==> config.mk <==
export PLATFORM = sky130hd
export DESIGN_NAME = wb_uart_tx_cfg
export DESIGN_NICKNAME = d
export VERILOG_FILES = /design/src/rtl/wb_uart_tx_cfg.sv
export SDC_FILE = /design/constraint.sdc
export NUM_CORES = 1
export LEC_CHECK = 0
export BUFFER_PORTS_ARGS = -buffer_cell sky130_fd_sc_hd__clkbuf_2
export CELL_PAD_IN_SITES_DETAIL_PLACEMENT = 1
export CELL_PAD_IN_SITES_GLOBAL_PLACEMENT = 1
export CORE_MARGIN = 10
export CORE_UTILIZATION = 32
export DETAILED_ROUTE_END_ITERATION = 10
export GPL_ROUTABILITY_DRIVEN = 0
export PLACE_DENSITY_LB_ADDON = 0.1
export SYNTH_ARGS = -nofsm -noshare
export SYNTH_HDL_FRONTEND = slang
export SYNTH_SLANG_ARGS = --single-unit
==> constraint.sdc <==
create_clock -name clk -period 5.9 [get_ports clk]
set_input_delay 1.18 -clock clk [delete_from_list [all_inputs] [get_ports clk]]
set_output_delay 1.18 -clock clk [all_outputs]
set_load 0.005 [all_outputs]
==> src/rtl/wb_uart_tx_cfg.sv <==
// Wishbone-fed UART transmitter: TX queue, per-frame 5-8 data bits, parity, 1/2 stop.
// Define UART_TX_CTS_EN to add the cts_n flow-control input.
module wb_uart_tx_cfg #(
  parameter int BUFFER          = 32,
  parameter int PRESCALER_WIDTH = 16
) (
  input  logic                       clk,
  input  logic                       rst,
  output logic                       tx,
  input  logic [PRESCALER_WIDTH-1:0] prescaler,
  input  logic [1:0]                 data_bits,
  input  logic [1:0]                 parity,
  input  logic                       two_stop,
  input  logic                       clear,
  output logic [$clog2(BUFFER):0]    size,
  output logic                       busy,
  output logic                       overflow,
  input  logic [7:0]                 dat_i,
  input  logic                       we_i,
  input  logic                       stb_i,
  output logic                       ack_o
`ifdef UART_TX_CTS_EN
  ,
  input  logic                       cts_n
`endif
);

  localparam int AW = $clog2(BUFFER);
  localparam int PW = PRESCALER_WIDTH;
  localparam logic [AW:0] DEPTH = (AW+1)'(BUFFER);

  typedef enum logic [2:0] {
    IDLE, START, DATA, PARITY, STOP
  } state_t;

  logic          ack_q;
  logic          push;
  logic          pop;
  logic          wr_ok;
  logic          ovf_set;
  logic          full;
  logic          empty;
  logic          avail;
  logic          cts_ok;
  logic [7:0]    mem [BUFFER];
  logic [AW-1:0] wp;
  logic [AW-1:0] rp;
  logic [7:0]    rd;
  logic [7:0]    mask;

  state_t        state, state_d;
  logic [PW-1:0] cnt, cnt_d;
  logic [PW-1:0] pre_q, pre_d;
  logic [2:0]    nbits, nbits_d;
  logic [7:0]    sh, sh_d;
  logic          pbit, pbit_d;
  logic          pen_q, pen_d;
  logic          two_q, two_d;
  logic          stop2, stop2_d;
  logic          tx_d;
  logic          tick;

  assign ack_o   = stb_i & ack_q;
  assign push    = stb_i & we_i & ack_q;
  assign full    = (size == DEPTH);
  assign empty   = (size == '0);
  assign wr_ok   = push & ~clear & (~full | pop);
  assign ovf_set = push & ~clear & full & ~pop;
  assign busy    = (state != IDLE) | ~empty;
  assign rd      = mem[rp];
  assign mask    = 8'hFF >> (2'd3 - data_bits);
  assign tick    = (cnt == '0);
  assign avail   = ~empty & ~clear & cts_ok;

`ifdef UART_TX_CTS_EN
  logic [1:0] cts_sync;

  always_ff @(posedge clk or posedge rst) begin
    if (rst) cts_sync <= 2'b11;
    else     cts_sync <= {cts_sync[0], cts_n};
  end

  assign cts_ok = ~cts_sync[1];
`else
  assign cts_ok = 1'b1;
`endif

  always_ff @(posedge clk) begin
    if (wr_ok) mem[wp] <= dat_i;
  end

  always_ff @(posedge clk or posedge rst) begin
    if (rst) begin
      ack_q    <= 1'b0;
      wp       <= '0;
      rp       <= '0;
      size     <= '0;
      overflow <= 1'b0;
    end else begin
      ack_q <= stb_i & we_i;
      if (clear) begin
        wp       <= '0;
        rp       <= '0;
        size     <= '0;
        overflow <= 1'b0;
      end else begin
        if (wr_ok) wp <= wp + AW'(1);
        if (pop)   rp <= rp + AW'(1);
        if (wr_ok & ~pop)      size <= size + (AW+1)'(1);
        else if (~wr_ok & pop) size <= size - (AW+1)'(1);
        if (ovf_set) overflow <= 1'b1;
      end
    end
  end

  always_comb begin
    state_d = state;
    cnt_d   = tick ? pre_q : cnt - PW'(1);
    pre_d   = pre_q;
    nbits_d = nbits;
    sh_d    = sh;
    pbit_d  = pbit;
    pen_d   = pen_q;
    two_d   = two_q;
    stop2_d = stop2;
    tx_d    = tx;
    pop     = 1'b0;
    unique case (state)
      IDLE: begin
        tx_d = 1'b1;
        pop  = avail;
      end
      START: begin
        if (tick) begin
          state_d = DATA;
          tx_d    = sh[0];
        end
      end
      DATA: begin
        if (tick) begin
          if (nbits != 3'd0) begin
            nbits_d = nbits - 3'd1;
            sh_d    = {1'b0, sh[7:1]};
            tx_d    = sh[1];
          end else if (pen_q) begin
            state_d = PARITY;
            tx_d    = pbit;
          end else begin
            state_d = STOP;
            tx_d    = 1'b1;
            stop2_d = two_q;
          end
        end
      end
      PARITY: begin
        if (tick) begin
          state_d = STOP;
          tx_d    = 1'b1;
          stop2_d = two_q;
        end
      end
      STOP: begin
        if (tick) begin
          if (stop2)      stop2_d = 1'b0;
          else if (avail) pop     = 1'b1;
          else            state_d = IDLE;
        end
      end
      default: begin
        state_d = IDLE;
        tx_d    = 1'b1;
      end
    endcase
    // Frame format is captured together with the byte and held all frame.
    if (pop) begin
      state_d = START;
      cnt_d   = prescaler;
      pre_d   = prescaler;
      nbits_d = {1'b1, data_bits};
      sh_d    = rd;
      pbit_d  = ^(rd & mask) ^ parity[1];
      pen_d   = parity[0] ^ parity[1];
      two_d   = two_stop;
      stop2_d = 1'b0;
      tx_d    = 1'b0;
    end
  end

  always_ff @(posedge clk or posedge rst) begin
    if (rst) begin
      state <= IDLE;
      cnt   <= '0;
      pre_q <= '0;
      nbits <= '0;
      sh    <= '0;
      pbit  <= 1'b0;
      pen_q <= 1'b0;
      two_q <= 1'b0;
      stop2 <= 1'b0;
      tx    <= 1'b1;
    end else begin
      state <= state_d;
      cnt   <= cnt_d;
      pre_q <= pre_d;
      nbits <= nbits_d;
      sh    <= sh_d;
      pbit  <= pbit_d;
      pen_q <= pen_d;
      two_q <= two_d;
      stop2 <= stop2_d;
      tx    <= tx_d;
    end
  end

endmodule
### Yosys cells after proc, flatten, opt, wreduce, memory -nomap -nowiden

Memory sizes are Yosys's and may differ from the RTL's.
Index checks and enable logic that the tools add are counted.
W data, S select, Z words.

| cells by class | value |
|---|---|
| add/subtract/negate cells | 7 |
| equality and inequality tests | 15 |
| shifts and indexed selects | 1 |
| mux-type cells | 49 |
| bitwise operators | 20 |
| reduce and logical (&&, ||, !) cells | 18 |

Operators by type and width:

| kind | count |
|---|---|
| $mux W3 | 13 |
| $mux W16 | 2 |
| $mux W8 | 4 |
| $ne A3 B3 Y1 const B | 8 |
| $mux W5 | 4 |
| $mux W1 | 19 |
| $mux W6 | 3 |
| $logic_not A16 Y1 | 1 |
| $sub A16 B1 Y16 const B | 1 |
| $pmux W3 S5 | 1 |
| $reduce_bool A2 Y1 | 6 |
| $add A5 B1 Y5 const B | 2 |
| $and A1 B1 Y1 | 10 |
| $reduce_bool A3 Y1 | 3 |
| $and A8 B8 Y8 | 1 |
| $reduce_and A8 Y1 | 1 |
| $reduce_xor A8 Y1 | 1 |
| $shr A8 B2 Y8 const A | 1 |
| $add A6 B1 Y6 const B | 1 |
| $eq A3 B2 Y1 const B | 2 |
| $eq A6 B6 Y1 const B | 1 |
| $logic_not A6 Y1 | 1 |
| $reduce_and A6 Y1 | 1 |
| $sub A6 B1 Y6 const B | 1 |
| 15 further kinds | 22 |

| word-level totals | value |
|---|---|
| bits in registers | 69 |
| RAM bits | 256 |
| output and inout bits | 10 |
| logic and storage cells | 126 |
| memories kept | 1 |

Memory list:

| memory | depth | bits a word | read ports | clocked after Yosys merged registers in | write ports | RTL line | source |
|---|---|---|---|---|---|---|---|
| mem | 32 | 8 | 1 | 0 | 1 | 45 | `logic [7:0] mem [BUFFER];` |

### Logic depth before layout (Yosys ltp)

Gate-level depths: netlist of the first run.

| depth | value |
|---|---|
| word-level depth | 14 |
| depth in mapped cells | 16 |
| gate-level depth less buffers | 16 |

### Worst setup path before layout of the first run

Ideal clock, no wire load.

| path | value |
|---|---|
| path kind | input to register |
| from | in clear |
| to | reg size[5] |
| library setup time | 0.139 ns |
| data arrival time | 3.450 ns |
| data required time | 5.761 ns |
| setup slack | 2.311 ns |
| cell stages on the path | 12 |
| path through | clkbuf_1 -> nand3b_1 -> nand3b_1 -> ha_1 -> a21o_1 -> a21oi_1 -> o21bai_1 -> a21oi_1 -> nor3_1 -> or3_1 -> o21ai_0 -> o32ai_1 |

| on the way | value |
|---|---|
| cells in the longest elaborated chain, start to end | 11 |
| elaborated cells between the ends (all ways) | 16 |

RTL lines:

| what | RTL line | source |
|---|---|---|
| start, declared | 14 | `input logic clear,` |
| $not A1 Y1 | 67, 73 |  |
| $and A1 B1 Y1 | 73 | `assign avail = ~empty & ~clear & cts_ok;` |
| $mux W1 | 165 | `else if (avail) pop = 1'b1;` |
| $mux W1 | 164 | `if (stop2) stop2_d = 1'b0;` |
| $mux W1 | 163 | `if (tick) begin` |
| $pmux W1 S2 | 128 | `unique case (state)` |
| $or A1 B1 Y1 | 67 | `assign wr_ok = push & ~clear & (~full \| pop);` |
| $and A1 B1 Y1 | 67 |  |
| $and A1 B1 Y1 or $not A1 Y1 (tied branches) | 109, 110 |  |
| $mux W6 or $and A1 B1 Y1 (tied branches) | 109, 110 |  |
| $mux W6 or $reduce_bool A3 Y1 (tied branches) | - |  |
| end signal, assigned | 109 | `if (wr_ok & ~pop) size <= size + (AW+1)'(1);` |
| end signal, assigned | 110 | `else if (~wr_ok & pop) size <= size - (AW+1)'(1);` |
| end, declared | 15 | `output logic [$clog2(BUFFER):0] size,` |

Several ways; a longest one is shown, not always the timed one.
A chain may end at the register's enable or synchronous reset.

### Final worst setup path of the first run

| path | value |
|---|---|
| from | reg cnt[0] |
| to | reg size[5] |

| on the way | value |
|---|---|
| cells in the longest elaborated chain, start to end | 8 |
| elaborated cells between the ends (all ways) | 12 |

RTL lines:

| what | RTL line | source |
|---|---|---|
| start, declared | 52 | `logic [PW-1:0] cnt, cnt_d;` |
| start signal, assigned | 203 | `cnt <= cnt_d;` |
| $logic_not A16 Y1 (*) | 72 | `assign tick = (cnt == '0);` |
| $mux W1 (*) | 163 |  |
| $pmux W1 S2 (*) | 128 |  |
| $or A1 B1 Y1 | 67 |  |
| $and A1 B1 Y1 | 67 |  |
| $and A1 B1 Y1 or $not A1 Y1 (tied branches) | 109, 110 |  |
| $mux W6 or $and A1 B1 Y1 (tied branches) | 109, 110 |  |
| $mux W6 or $reduce_bool A3 Y1 (tied branches) | - |  |

Mark *: on every way between the ends. The rest lies on a longest branch, timed or not.

==> flow_summary.ini, run 1 <==
[status]
status = finished, final reports clean

[critical_path]
crit_family = simple AND/OR/NAND/NOR gates
path_class = flop to flop
crit_chain = inv_1 > ha_1 > or3b_2 > nor4_4 > a41o_1 > nand3_2 > nand3b_1 > ha_1 > a21o_1 > a21oi_1 > o21bai_1 > a21oi_1 > nor3_1 > or3_1 > o21ai_0 > o32ai_1
cp-end-kind = flop
path_buf_inv = 1
critical_path.max_fanout = 8
cp_slowest_cell = or3b_2
reg2reg_slack_ps = 1790
slowest_delay_ps = 540
rr_worst_depth = 16
cp-start-kind = flop
r2r_end = size[5]$_DFFE_PP0P_
r2r_start = cnt[0]$_DFF_PP0_
crit_required_ps = 6320
arrival_ps = 4530

[synthesis]
synth-adder-area-share_pct = 1.24
yosys.area_share.simple_pct = 7.79
synthFlopType = edfxtp_1
syn_inst = 884
syn_area_sq_mm = 0.0138
syn_avg_cell_area_sq_um = 15.6
synth_xor_area_share_pct = 1.85
synthArstFlopShare_pct = 21.2
yosysTopAreaCell = edfxtp_1
synth_area_leaders = edfxtp_1 56%, dfrtp_1 12%, mux4_2 6.9%
synth-edff-count = 256
ys_ff_latch = 325
yosys.cell_types.count = 66
synth_top_family_by_area = multiplexers
synthMuxAreaShare_pct = 12.6
ys_seq_area_share_pct = 68.4
synth-compound-area-share_pct = 5.68
ys.warnings.count = 0
syn_nets = 931
synth.top_cell.area_share_pct = 55.8

[timing]
max_slew_margin_pct = 33.6
fmax_ghz = 0.243
fin_tns_setup_ps = 0
rsz0062_at_grt = no
tightest_slew_ps = 997
final-setup-viol-count = 0
finalCritPeriodShare_pct = 69.6
slew_violations = 0
skew_ps = 23.1
hold_viol_final = 0
period_needed_ps = 4110

[clocking]
cts_root_buffer = clkbuf_16
htreeDepth = 2
cts.clk_slew.worst_paths_ps = 60
clock_sinks = 325
cts_tree = yes
cts_max_path_buffers = 3
cts_setup_buffers = 0
clkLatencyLatePin_ps = 570
holdBufCountCts = 0
cts-buffers-inserted = 37
cts_resized = 0

[detailed_routing]
drc = 0
via_count = 7752
wl_per_cell_um = 25.1
drtAntennaViolNets = 0
topRoutingLayerUsed = met4
routed_wl_um = 37700
firstDrtPassIters = 6
drt_iter0_markers = 584
avgViaCountPerCell = 5.17
drt-met1-wl_um = 17700
dr_wl_met3_um = 1370
dr_wl_met2_um = 17800

[floorplan]
fp.dieH_um = 227
start_util_pct = 32.6
die_w_um = 227
std_cell_rows = 75
dieArea_sq_mm = 0.0517
io_pins = 44
core_area_sq_mm = 0.0422

[worst_hold_path]
min_to = pre_q[14]$_DFFE_PP0P_
worst_hold_path_type = flop to flop
hp-start = pre_q[14]$_DFFE_PP0P_
min_path_cells = 2

[finish]
n_fill_cell = 4251
fin_nets = 980
instances_no_fill = 1500
multiInputGateArea_sq_mm = 0.00402
final_area_sq_mm = 0.0157
antennaDiodeCount = 0
syn_to_final_growth_pct = 14.1
drive_gt1_share_pct = 19.4
ff_latch_area_sq_mm = 0.00942

[grt]
track_usage_pct = 15.1
grt_max_degree = 54
grt_pass1_wl_um = 56900
first_global_vias = 8354
grt_remaining_overflow = 0
antenna_found_initial = 0

[placement]
post-dp-hpwl_um = 23900
placed_area_sq_mm = 0.0145
portBuffers = 43
place_inst = 1433

[power_and_ir_drop]
powerDensity_mw_per_mm2 = 409
power_mw = 6.43
max-vdd-ir-drop_v = 0.000254
power_leakage_nw = 5.45

[job]
max-cap-violations = 0
## layout make-up
class / count / share of cell area, %
clock buffer: 40 / 6.10
multi-input combinational: 493 / 25.6
sequential: 325 / 59.9
timing repair buffer: 52 / 1.80
clock inverter: 27 / 1.70
inverter: 24 / 0.581
tap: 539 / 4.29
## tightest hold or removal path: stages (launching register included)
cell	delay (ps)
dfrtp_1	340
nand2_1	50
nand2_1	50
## cell usage in the layout, fill, tap and decap left out, types with 5 or more instances in the layout
master     count
edfxtp_1     256
nand2_1       91
nor2_1        74
dfrtp_1       65
o21ai_0       49
clkbuf_2      43
mux4_2        42
clkbuf_16     38
mux2i_1       28
a21oi_1       26
inv_1         23
mux2_2        14
mux4_1        13
xnor2_1       12
xor2_1        12
ha_1          12
nor3_1        10
nand3_1       10
clkinv_2       9
buf_4          9
nand3b_1       8
clkinv_1       8
nand4_1        6
a31oi_1        5
a22oi_1        5
o22ai_1        5
## cells by family (layout without fill, tap and decap cells)
group / Yosys count / count (layout)
AO/OA/AOI/OAI: 124 / 124
XOR/XNOR: 26 / 26
adder cells (fa/ha/maj): 13 / 13
AND/OR/NAND/NOR: 232 / 232
multiplexers: 98 / 98
flip-flops: 325 / 325
buffers and inverters: 66 / 143
## worst max path at each step
| stage | startpoint | slack, ps | cells after the start | endpoint |
|---|---|---|---|---|
| after floorplan | clear | 2310 | 12 | size[5]$_DFFE_PP0P_ |
| after global placement | clear | 1710 | 13 | size[5]$_DFFE_PP0P_ |
| after detailed placement | clear | 1580 | 13 | size[5]$_DFFE_PP0P_ |
| after CTS | cnt[0]$_DFF_PP0_ | 1700 | 16 | size[5]$_DFFE_PP0P_ |
| after global routing | cnt[0]$_DFF_PP0_ | 1380 | 16 | size[5]$_DFFE_PP0P_ |
| final | cnt[0]$_DFF_PP0_ | 1790 | 16 | size[5]$_DFFE_PP0P_ |
## stage by stage
stage / utilization [%] / hold WS, ps / setup WS (ps)
4_1_cts: 37.2 / 477 / 1700
6_report: 37.2 / 472 / 1790
2_1_floorplan: - / 440 / 2310
5_1_grt: 37.2 / 498 / 1380
3_5_place_dp: 34.3 / 462 / 1580
3_3_place_gp: 34.3 / 452 / 1710
## per-layer routing
layer	up-vias	GRT usage, %
met5	-	0
met4	0	4.28
met3	49	2.35
met2	145	24.2
met1	4077	20.8
li1	3481	-
## flip-flops by register name (all words and copies together) (netlist names)
| register | cells |
|---|---|
| pre_q | 16 |
| tx | 1 |
| pbit | 1 |
| sh | 8 |
| nbits | 3 |
| overflow | 1 |
| mem | 256 |
| size | 6 |
| cnt | 16 |
| pen_q | 1 |
| ack_q | 1 |
| two_q | 1 |
| wp | 5 |
| rp | 5 |
| stop2 | 1 |
| state | 3 |
## cell usage after synthesis (12+ instances only)
| cell | count |
|---|---|
| a21oi_1 | 26 |
| clkbuf_1 | 17 |
| dfrtp_1 | 68 |
| edfxtp_1 | 256 |
| ha_1 | 12 |
| inv_1 | 24 |
| mux2_2 | 14 |
| mux2i_1 | 28 |
| mux4_1 | 13 |
| mux4_2 | 42 |
| nand2_1 | 91 |
| nor2_1 | 74 |
| o21ai_0 | 49 |
| xnor2_1 | 12 |
| xor2_1 | 12 |
## where the power goes
part | internal (mW) | switching, mW
clock | 1.36 | 0.969
combinational | 0.545 | 0.697
sequential | 2.67 | 0.194
total | 4.58 | 1.86
Note: power is estimated with default switching activity, not from simulation.
==> run 2: changes to the inputs <==
--- a/config.mk
+++ b/config.mk
@@ -5,6 +5,7 @@
 export SDC_FILE = /design/constraint.sdc
 export NUM_CORES = 1
 export LEC_CHECK = 0
+export ABC_AREA = 1
 export BUFFER_PORTS_ARGS = -buffer_cell sky130_fd_sc_hd__clkbuf_2
 export CELL_PAD_IN_SITES_DETAIL_PLACEMENT = 1
 export CELL_PAD_IN_SITES_GLOBAL_PLACEMENT = 1
==> constraint.sdc (replaced) <==
create_clock -name clk -period 4.3 [get_ports clk]
set_input_delay 0.86 -clock clk [delete_from_list [all_inputs] [get_ports clk]]
set_output_delay 0.86 -clock clk [all_outputs]
set_load 0.005 [all_outputs]
==> run 2 against run 1 <==
  * Setup slack got worse by 830 ps
  * Hold slack got worse by 1.4 ps
  * Combinational power rose by 100%
  * Area after synthesis rose by 5.8%
  * Total power rose by 51%
  * Synthesized cell count rose by 65%
  * Critical path type unchanged
  * Critical endpoint unchanged
==> flow_summary.ini, run 2 <==
[status]
status = finished, final reports clean

[placement]
portBuffers = 43
pre_cts_slack_ps = 944
post-dp-hpwl_um = 27500

[detailed_routing]
routed_wl_um = 42600
drc = 0
drt_iter0_markers = 621
wl_per_cell_um = 19.9
drtAntennaViolNets = 0
firstDrtPassIters = 5
avgViaCountPerCell = 4.81
via_count = 10300

[grt]
grtUsageMet2_pct = 26.5
grt_remaining_overflow = 0
grt.busiest_layer = met2
met1_usage_pct = 21.2
first_global_vias = 10900
use_met3_pct = 2.09
track_usage_pct = 15.9
antenna_found_initial = 0
grt_max_degree = 70
grt_pass1_wl_um = 66100

[finish]
fin_nets = 1555
top_register = mem
final_common_cell = nand2_1
largest_reg_flops = 256
drive_gt1_share_pct = 10.1
reg_top3 = mem (256), cnt (16), pre_q (16)
syn_to_final_growth_pct = 14.6
antennaDiodeCount = 0
mostFrequentLayoutCells = 436 x nand2_1, 256 x edfxtp_1, 172 x nor2_1, 141 x nand3_1, 100 x inv_1

[timing]
hold_viol_final = 0
skew_ps = 21.8
fmax_ghz = 0.300
tightest_slew_ps = 1000
max_slew_margin_pct = 33.0
slew_violations = 0
final-setup-viol-count = 0
period_needed_ps = 3340
fin_tns_setup_ps = 0
finalCritPeriodShare_pct = 77.6
rsz0062_at_grt = no
setup_ws_ps = 963

[synthesis]
synth_xor_area_share_pct = 0.722
synth-adder-area-share_pct = 1.17
yosysMostFrequentCell = nand2_1
syn_avg_cell_area_sq_um = 9.98
synthMuxAreaShare_pct = 0
synth_area_leaders = edfxtp_1 53%, dfrtp_1 12%, nand2_1 11%
yosysTopAreaCell = edfxtp_1
synthTopCellsByCount = 436 x nand2_1, 256 x edfxtp_1, 172 x nor2_1
ys_seq_area_share_pct = 64.6
ys.warnings.count = 0
syn_inst = 1460
syn_nets = 1507
synth-edff-count = 256
synth.top_cell.area_share_pct = 52.8
synth-compound-area-share_pct = 5.40
synthFlopType = edfxtp_1
synth_top_family_by_area = simple AND/OR/NAND/NOR gates
synthArstFlopShare_pct = 21.2
ys_ff_latch = 325
yosys.area_share.simple_pct = 22.9
syn_area_sq_mm = 0.0146
yosys.cell_types.count = 47

[floorplan]
fp.dieH_um = 233
io_pins = 44
start_util_pct = 32.2
die_w_um = 233
std_cell_rows = 78
core_area_sq_mm = 0.0452
dieArea_sq_mm = 0.0545

[clocking]
clock_sinks = 325
cts_resized = 0
cts.clk_slew.worst_paths_ps = 50
cts_tree = yes
cts_setup_buffers = 0
htreeDepth = 2
cts_root_buffer = clkbuf_16
clkLatencyLatePin_ps = 560
cts-buffers-inserted = 40
holdBufCountCts = 0
cts_max_path_buffers = 3

[critical_path]
crit_family = simple AND/OR/NAND/NOR gates
crit_chain = inv_1 > ha_1 > nand2_1 > nor2_2 > nand2_2 > nor2_4 > and2_4 > nand4_4 > nand2_4 > inv_4 > nand2_4 > nand3_4 > ha_1 > nand3_1 > nand3_1 > nand2_1 > nand2_1 > a21oi_1 > xor2_1 > inv_1 > nand2_1 > nand2_1 > nand2_1 > nand2_1
crit_required_ps = 4750
crit_top_cell = nand2_1
path_class = flop to flop
path_buf_inv = 3
cp_slowest_cell = ha_1
arrival_ps = 3790
cp-start-kind = flop
critical_path.max_fanout = 13
slowest_delay_ps = 390
cp-end-kind = flop

[power_and_ir_drop]
power_leakage_nw = 6.69
max-vdd-ir-drop_v = 0.000290
powerDensity_mw_per_mm2 = 581
internal_power_mw = 6.42
switchingPower_mw = 3.27
pwr-share-comb_pct = 26.2
swShare_pct = 33.7
seqPwrFrac_pct = 39.9
power_frac_clock_pct = 33.9

[worst_hold_path]
worst_hold_path_type = flop to flop

[job]
max-cap-violations = 0
==> run 2: cell types whose count changed in the layout (fill, tap and decap cells not counted), moves of 10 or more <==
| cell | change |
|---|---|
| nor2_1 | +98 |
| buf_4 | +13 |
| mux2_2 | -14 |
| mux4_2 | -42 |
| inv_1 | +77 |
| o21ai_0 | +44 |
| nand3_1 | +131 |
| mux2i_1 | -28 |
| mux4_1 | -13 |
| clkbuf_1 | +10 |
| nand2_1 | +345 |
==> run 2: final timing paths <==
check	startpoint	endpoint	slack (ps)	cells past startpoint
worst max-delay path	cnt[0]$_DFF_PP0_	size[5]$_DFFE_PP0P_	960	24
worst min-delay path	pre_q[3]$_DFFE_PP0P_	pre_q[3]$_DFFE_PP0P_	470	2
worst max register to register	cnt[0]$_DFF_PP0_	size[5]$_DFFE_PP0P_	960	24
worst min register to register	pre_q[3]$_DFFE_PP0P_	pre_q[3]$_DFFE_PP0P_	470	2
max in group asynchronous	rst	cnt[6]$_DFF_PP0_	2990	3
min in group asynchronous	rst	ack_q$_DFF_PP0_	490	2
==> run 2: cell families after synthesis <==
family                   count (synthesis)
AO/OA/AOI/OAI                          145
XOR/XNOR                                12
adder cells (fa/ha/maj)                 13
buffers and inverters                  174
flip-flops                             325
AND/OR/NAND/NOR                        791
==> run 2: worst register-to-register path, cell delays in order, from the launching register on <==
cell and delay (ps):
dfrtp_1 350, inv_1 110, ha_1 190, nand2_1 150
nor2_2 130, nand2_2 100, nor2_4 100, and2_4 240
nand4_4 110, nand2_4 90, inv_4 50, nand2_4 70
nand3_4 170, ha_1 390, nand3_1 110, nand3_1 110
nand2_1 80, nand2_1 50, a21oi_1 150, xor2_1 200
inv_1 60, nand2_1 60, nand2_1 50, nand2_1 50
nand2_1 40
==> run 2: cell type report <==
| class | instances | area, sq um |
|---|---|---|
| Clock inverter | 18 | 169 |
| Timing Repair Buffer | 67 | 420 |
| Fill cell | 5073 | 28500 |
| Tap cell | 600 | 751 |
| Sequential cell | 325 | 9420 |
| Multi-Input combinational cell | 961 | 4400 |
| Clock buffer | 54 | 1100 |
| Inverter | 113 | 430 |
==> run 2: metrics by stage <==
stage	area (sq um)	total power [mW]	utilization, %	cells	hold WS [ps]
floorplan	14600	5.73	-	1460	437
detailed placement	15400	6.54	34.1	2066	457
global route	16700	10.4	36.9	2138	503
CTS	16700	9.87	36.9	2138	471
global placement	15400	6.49	34.1	2066	454
finish	16700	9.69	36.9	2138	470
==> run 2: power by group through the flow <==
stage / registers [mW] / logic, mW / clock network, mW
finish: 3.87 / 2.54 / 3.29
global route: 3.91 / 2.95 / 3.51
CTS: 3.87 / 2.62 / 3.38
detailed placement: 3.93 / 2.60 / 0
global placement: 3.93 / 2.57 / 0
floorplan: 3.86 / 1.87 / 0
==> run 2: metal layers <==
metal  up-vias  routed length [um]  share of wire, %
li1       4975                   -                 -
met1      5137               19900                47
met2       110               20500                48
met3        65                1190               2.8
met4         0                 956               2.2
met5         -                   0                 0
